===== config.mk =====
export PLATFORM = sky130hd
export DESIGN_NAME = mem_wr_queue
export DESIGN_NICKNAME = d
export VERILOG_FILES = /design/src/rtl/mem_wr_queue.sv
export SDC_FILE = /design/constraint.sdc
export NUM_CORES = 1
export LEC_CHECK = 0
export ABC_AREA = 1
export CAP_MARGIN = 20
export CORE_UTILIZATION = 51
export CTS_CLUSTER_SIZE = 28
export DETAILED_ROUTE_END_ITERATION = 12
export PLACE_DENSITY_LB_ADDON = 0.15
export SETUP_SLACK_MARGIN = 0.3
export SLEW_MARGIN = 20
export SYNTH_ARGS = -nofsm -noshare
export SYNTH_HDL_FRONTEND = slang
export SYNTH_SLANG_ARGS = --single-unit

===== constraint.sdc =====
create_clock -name clk -period 10.3 [get_ports clk]
set_input_delay 1.545 -clock clk [delete_from_list [all_inputs] [get_ports clk]]
set_output_delay 1.545 -clock clk [all_outputs]
set_load 0.005 [all_outputs]

===== src/rtl/mem_wr_queue.sv =====
// mem_wr_queue: sweeps INIT into every address, then drains a small
// valid/ready write queue into mem; lookup forwards newest queued data.
module mem_wr_queue #(
   parameter int unsigned      WIDTH  = 80,
   parameter int unsigned      DEPTH  = 64,
   parameter int unsigned      QDEPTH = 4,
   parameter logic [WIDTH-1:0] INIT   = {WIDTH{1'b0}},
   localparam int unsigned     AW     = $clog2(DEPTH)
) (
   input  logic             clk,
   input  logic             rst,
   input  logic             in_valid,
   output logic             in_ready,
   input  logic [AW-1:0]    in_addr,
   input  logic [WIDTH-1:0] in_data,
   output logic             mem_wen,
   output logic [AW-1:0]    mem_waddr,
   output logic [WIDTH-1:0] mem_wdata,
   output logic             init_done,
   input  logic [AW-1:0]    lk_addr,
   output logic             lk_hit,
   output logic [WIDTH-1:0] lk_data
);

   localparam int unsigned QW = $clog2(QDEPTH);
   localparam int unsigned PW = QW + 1;

   typedef enum logic {
      S_INIT = 1'b0,
      S_RUN  = 1'b1
   } state_t;

   state_t           r_state;
   state_t           w_state_nx;
   logic [AW-1:0]    r_cnt;
   logic [PW-1:0]    r_wr_ptr;
   logic [PW-1:0]    r_rd_ptr;
   logic [AW-1:0]    r_q_addr [QDEPTH];
   logic [WIDTH-1:0] r_q_data [QDEPTH];
   logic [AW-1:0]    r_last_addr;
   logic [WIDTH-1:0] r_last_data;

   logic [PW-1:0]    w_count;
   logic [QW-1:0]    w_head;
   logic             w_full;
   logic             w_empty;
   logic             w_ready;
   logic             w_push;
   logic             w_pop;
   logic             w_wen;
   logic             w_sweep_end;
   logic [AW-1:0]    w_waddr;
   logic [WIDTH-1:0] w_wdata;

   assign w_count     = r_wr_ptr - r_rd_ptr;
   assign w_head      = r_rd_ptr[QW-1:0];
   assign w_empty     = (r_wr_ptr == r_rd_ptr);
   assign w_full      = (r_wr_ptr[QW] != r_rd_ptr[QW]) &&
                        (r_wr_ptr[QW-1:0] == r_rd_ptr[QW-1:0]);
   assign w_ready     = !w_full && !rst;
   assign w_push      = in_valid && w_ready;
   assign w_sweep_end = (r_state == S_INIT) &&
                        (r_cnt == AW'(DEPTH - 1));

   // state register
   always_ff @(posedge clk or posedge rst) begin
      if (rst) begin
         r_state <= S_INIT;
      end else begin
         r_state <= w_state_nx;
      end
   end

   // next state: RUN is terminal until reset
   always_comb begin
      w_state_nx = r_state;
      unique case (r_state)
         S_INIT: begin
            if (w_sweep_end) begin
               w_state_nx = S_RUN;
            end
         end
         S_RUN: begin
            w_state_nx = S_RUN;
         end
      endcase
   end

   // outputs: sweep in INIT, queue head in RUN
   always_comb begin
      w_wen   = 1'b0;
      w_pop   = 1'b0;
      w_waddr = r_last_addr;
      w_wdata = r_last_data;
      unique case (r_state)
         S_INIT: begin
            w_wen   = 1'b1;
            w_waddr = r_cnt;
            w_wdata = INIT;
         end
         S_RUN: begin
            if (!w_empty) begin
               w_wen   = 1'b1;
               w_pop   = 1'b1;
               w_waddr = r_q_addr[w_head];
               w_wdata = r_q_data[w_head];
            end
         end
      endcase
      if (rst) begin
         w_wen = 1'b0;
         w_pop = 1'b0;
      end
   end

   always_ff @(posedge clk or posedge rst) begin
      if (rst) begin
         r_cnt <= '0;
      end else if (r_state == S_INIT) begin
         r_cnt <= r_cnt + AW'(1);
      end
   end

   always_ff @(posedge clk or posedge rst) begin
      if (rst) begin
         r_wr_ptr <= '0;
         r_rd_ptr <= '0;
      end else begin
         if (w_push) begin
            r_wr_ptr <= r_wr_ptr + PW'(1);
         end
         if (w_pop) begin
            r_rd_ptr <= r_rd_ptr + PW'(1);
         end
      end
   end

   always_ff @(posedge clk) begin
      if (w_push) begin
         r_q_addr[r_wr_ptr[QW-1:0]] <= in_addr;
         r_q_data[r_wr_ptr[QW-1:0]] <= in_data;
      end
   end

   // bus holds the last written beat while the queue is idle
   always_ff @(posedge clk or posedge rst) begin
      if (rst) begin
         r_last_addr <= '0;
         r_last_data <= INIT;
      end else if (w_wen) begin
         r_last_addr <= w_waddr;
         r_last_data <= w_wdata;
      end
   end

   // oldest to youngest; a later match overrides an earlier one
   always_comb begin
      lk_hit  = 1'b0;
      lk_data = '0;
      for (int i = 0; i < int'(QDEPTH); i++) begin
         logic [QW-1:0] v_slot;
         v_slot = w_head + QW'(i);
         if ((PW'(i) < w_count) && (r_q_addr[v_slot] == lk_addr)) begin
            lk_hit  = 1'b1;
            lk_data = r_q_data[v_slot];
         end
      end
   end

   assign in_ready  = w_ready;
   assign mem_wen   = w_wen;
   assign mem_waddr = w_waddr;
   assign mem_wdata = w_wdata;
   assign init_done = (r_state == S_RUN);

endmodule


==> impl_metrics.yaml <==
die:
  rows: 83
  dieWidth_um: 231
  initial_core_util_pct: 51.9
  pin_count: 265
  die_area_um2: 53300
  fp.coreArea_um2: 51500
  die-height_um: 231
timing:
  fin_skew_ns: 0.0217
  rsz0062_at_grt: "no"
  fmax_ghz: 0.125
  slew_headroom_pct: 23.5
  setup_violations: 0
  finalHoldViolCount: 0
  fin_crit_ns: 8.00
  post-route-period-util_pct: 77.6
  tns_ns: 0
  hold_ws_ns: 0.484
  tightest_slew_ns: 1.14
  setup_slack_ns: 2.30
  maxSlewViolCount: 0
layout:
  final_nets: 3469
  area_growth_syn_to_layout_pct: 16.8
  n_fill_cell: 4451
  final_util_pct: 60.6
  drive_gt1_share_pct: 3.90
  final_cell_count_no_fill: 4095
  final_area_um2: 31200
drt:
  drtIter0Drc: 2645
  wl_per_cell_um: 20.1
  drt_first_pass_iters: 6
  drc: 0
  vias: 23700
  via_per_inst: 5.80
  wl_mm: 82.4
  antenna_left: 0
clock_tree:
  clock-root-buffer: "clkbuf_16"
  post_cts_resized: 0
  path_clk_slew_ns: 0.06
  cts_buffers: 51
  cts_buffer_depth: 3
  tritoncts: "built"
  numClockSinks: 443
  post_cts_buffers: 0
  clock_latency_ns: 0.60
  cts_htree_levels: 2
  cts_hold_buf: 0
setup_path:
  cp_data_required_time_ns: 8.76
  path_max_fanout: 76
  end_kind: "output port"
  path_class: "register to output port"
  start_kind: "register"
  arrival_ns: 6.45
  reg2reg_to: "r_q_data[2][43]$_DFFE_PP_"
  reg2regPathDepth: 6
  r2r_start: "r_rd_ptr[1]$_DFFE_PP0P_"
  ff2ff_setup_slack_ns: 5.08
grt:
  antenna_found_initial: 13
  grt_pass1_wl_mm: 126
  grt_max_degree: 158
  grt_usage_pct: 30.5
  grt_overflow: 0
  first_global_vias: 22900
placed_design:
  hpwl_mm: 48.6
  port_buffers: 264
  placed_area_um2: 29500
  dp_slack_ns: 3.09
  gp_congestion: 0.903
  dp.cells: 3991
synthesis:
  post-synth-top-area-cell: "edfxtp_1"
  yosysSeqAreaShare_pct: 47.9
  postSynth.topFlopCell: "edfxtp_1"
  synth_edf_count: 344
  synth_area_leaders: "edfxtp_1 39%, nand2_1 16%, mux2i_1 12%"
  yosysTopAreaCellShare_pct: 38.7
  synth_common_cells: "1105 x nand2_1, 344 x edfxtp_1, 316 x nand3_1"
  synthDistinctLibCells: 32
  ys_ff_latch: 443
  synth_nets: 3350
  synthCells: 3246
  netlist_area_um2: 26700
  ys_warn_count: 0
  post-synth-top-count-cell: "nand2_1"
  avgSynthCellArea_um2: 8.23
  synthArstFlopShare_pct: 22.3
run:
  max_cap_violations: 0
pwr:
  cellPowerDensity_nw_per_um2: 149
  power_leakage_nw: 15.1
  p_switching_mw: 1.23
  vdd_ir_drop_max_mv: 0.130
  switching_share_pct: 26.5
  power_frac_seq_pct: 46.3
  intPower_mw: 3.42
  pwr-share-comb_pct: 14.3
  clkPwrFrac_pct: 39.4
  power_mw: 4.66
min_path:
  min-delay-path-class: "register to register"
  hold_end: "r_last_data[46]$_DFFE_PP0P_"
  min_from: "r_last_data[46]$_DFFE_PP0P_"
  min_path_cells: 2
run_status:
  status: "completed"
[area by class of cell]
cell class	count	area [um2]	area share [%]
Timing Repair Buffer	294	2910	9.32
Sequential cell	443	12800	41.1
Multi-Input combinational cell	2372	12100	38.9
Antenna cell	8	20.0	0.0641
Inverter	203	776	2.49
Tap cell	680	851	2.73
Clock inverter	24	243	0.778
Clock buffer	71	1470	4.69
[registers in the layout, indices dropped and copies added, names as in the netlist]
signal and cells:
r_q_data 320, r_last_data 80, r_q_addr 24, r_cnt 6
r_last_addr 6, r_rd_ptr 3, r_wr_ptr 3, init_done 1
[power groups by stage]
| stage | clock network, mW | logic (mW) | registers, mW |
|---|---|---|---|
| 6_report | 1.84 | 0.664 | 2.16 |
| 5_1_grt | 1.93 | 0.727 | 2.17 |
| 4_1_cts | 1.86 | 0.661 | 2.15 |
| 3_5_place_dp | 0 | 0.657 | 2.19 |
| 3_3_place_gp | 0 | 0.644 | 2.18 |
| 2_1_floorplan | 0 | 0.380 | 2.19 |
[routing by layer]
metal	part of all wire (%)	track usage [%]	routed length [um]	up-vias
met5	0.097	0	80	-
met4	3.5	14.3	2860	12
met3	8.8	4.76	7290	212
met2	47	49.3	38400	1143
met1	41	40.1	33800	11300
li1	-	-	-	11100
[placed cells by master, fill, tap and decap left out, types with 5 or more instances in the layout]
cell type and n:
o21bai_1 6, clkdlybuf4s50_1 264, xor2_1 10, a21oi_1 73
clkinv_2 8, bufinv_16 5, clkbuf_1 12, nor2_4 9
nor2_1 172, buf_4 26, inv_1 198, nand2_1 1104
o21ai_0 258, nand3_1 316, edfxtp_1 344, clkbuf_8 5
nor3_1 78, clkbuf_16 54, dfrtp_1 96, diode_2 8
clkinv_1 9, a21oi_2 8, mux2i_1 315, ha_1 7
[worst max-delay path, stage by stage, from the launching register on]
cell and delay (ns):
dfrtp_4 1.06, buf_4 0.92, nand2_1 0.18, nand3_1 0.17, nand2_1 0.07, nand2_1 0.07
nand2_1 0.05, nor2_1 0.10, nand2_1 0.13, nor2_8 0.57, clkinv_2 0.98, buf_4 0.61
nand3_1 0.16, a21oi_1 0.12, clkdlybuf4s50_1 0.47
[logic make-up (layout without fill, tap and decap cells)]
kind of cell | Yosys count | count (layout) | synth area share, %
AOI/OAI and AO/OA | 353 | 353 | 6.83
xor gates and xnor gates | 10 | 10 | 0.328
adders and majority gates | 9 | 9 | 0.450
buffers and inverters | 431 | 592 | 6.98
DFF | 443 | 443 | 47.9
muxes | 315 | 315 | 11.8
other | 0 | 8 | 0
and+or+nand+nor | 1685 | 1685 | 25.7
[how the worst max path moves through the flow]
stage,start,end,slack (ns),cells after the start
global route,r_rd_ptr[1]$_DFFE_PP0P_,lk_data[44],1.99,14
global placement,r_rd_ptr[1]$_DFFE_PP0P_,lk_data[0],2.91,13
CTS,r_rd_ptr[1]$_DFFE_PP0P_,lk_data[32],2.43,14
detailed placement,r_rd_ptr[1]$_DFFE_PP0P_,lk_data[32],3.09,14
finish,r_rd_ptr[0]$_DFFE_PP0P_,lk_data[56],2.30,14
floorplan,rst,mem_wen,4.05,5
Note: power is estimated with default switching activity, not from simulation.
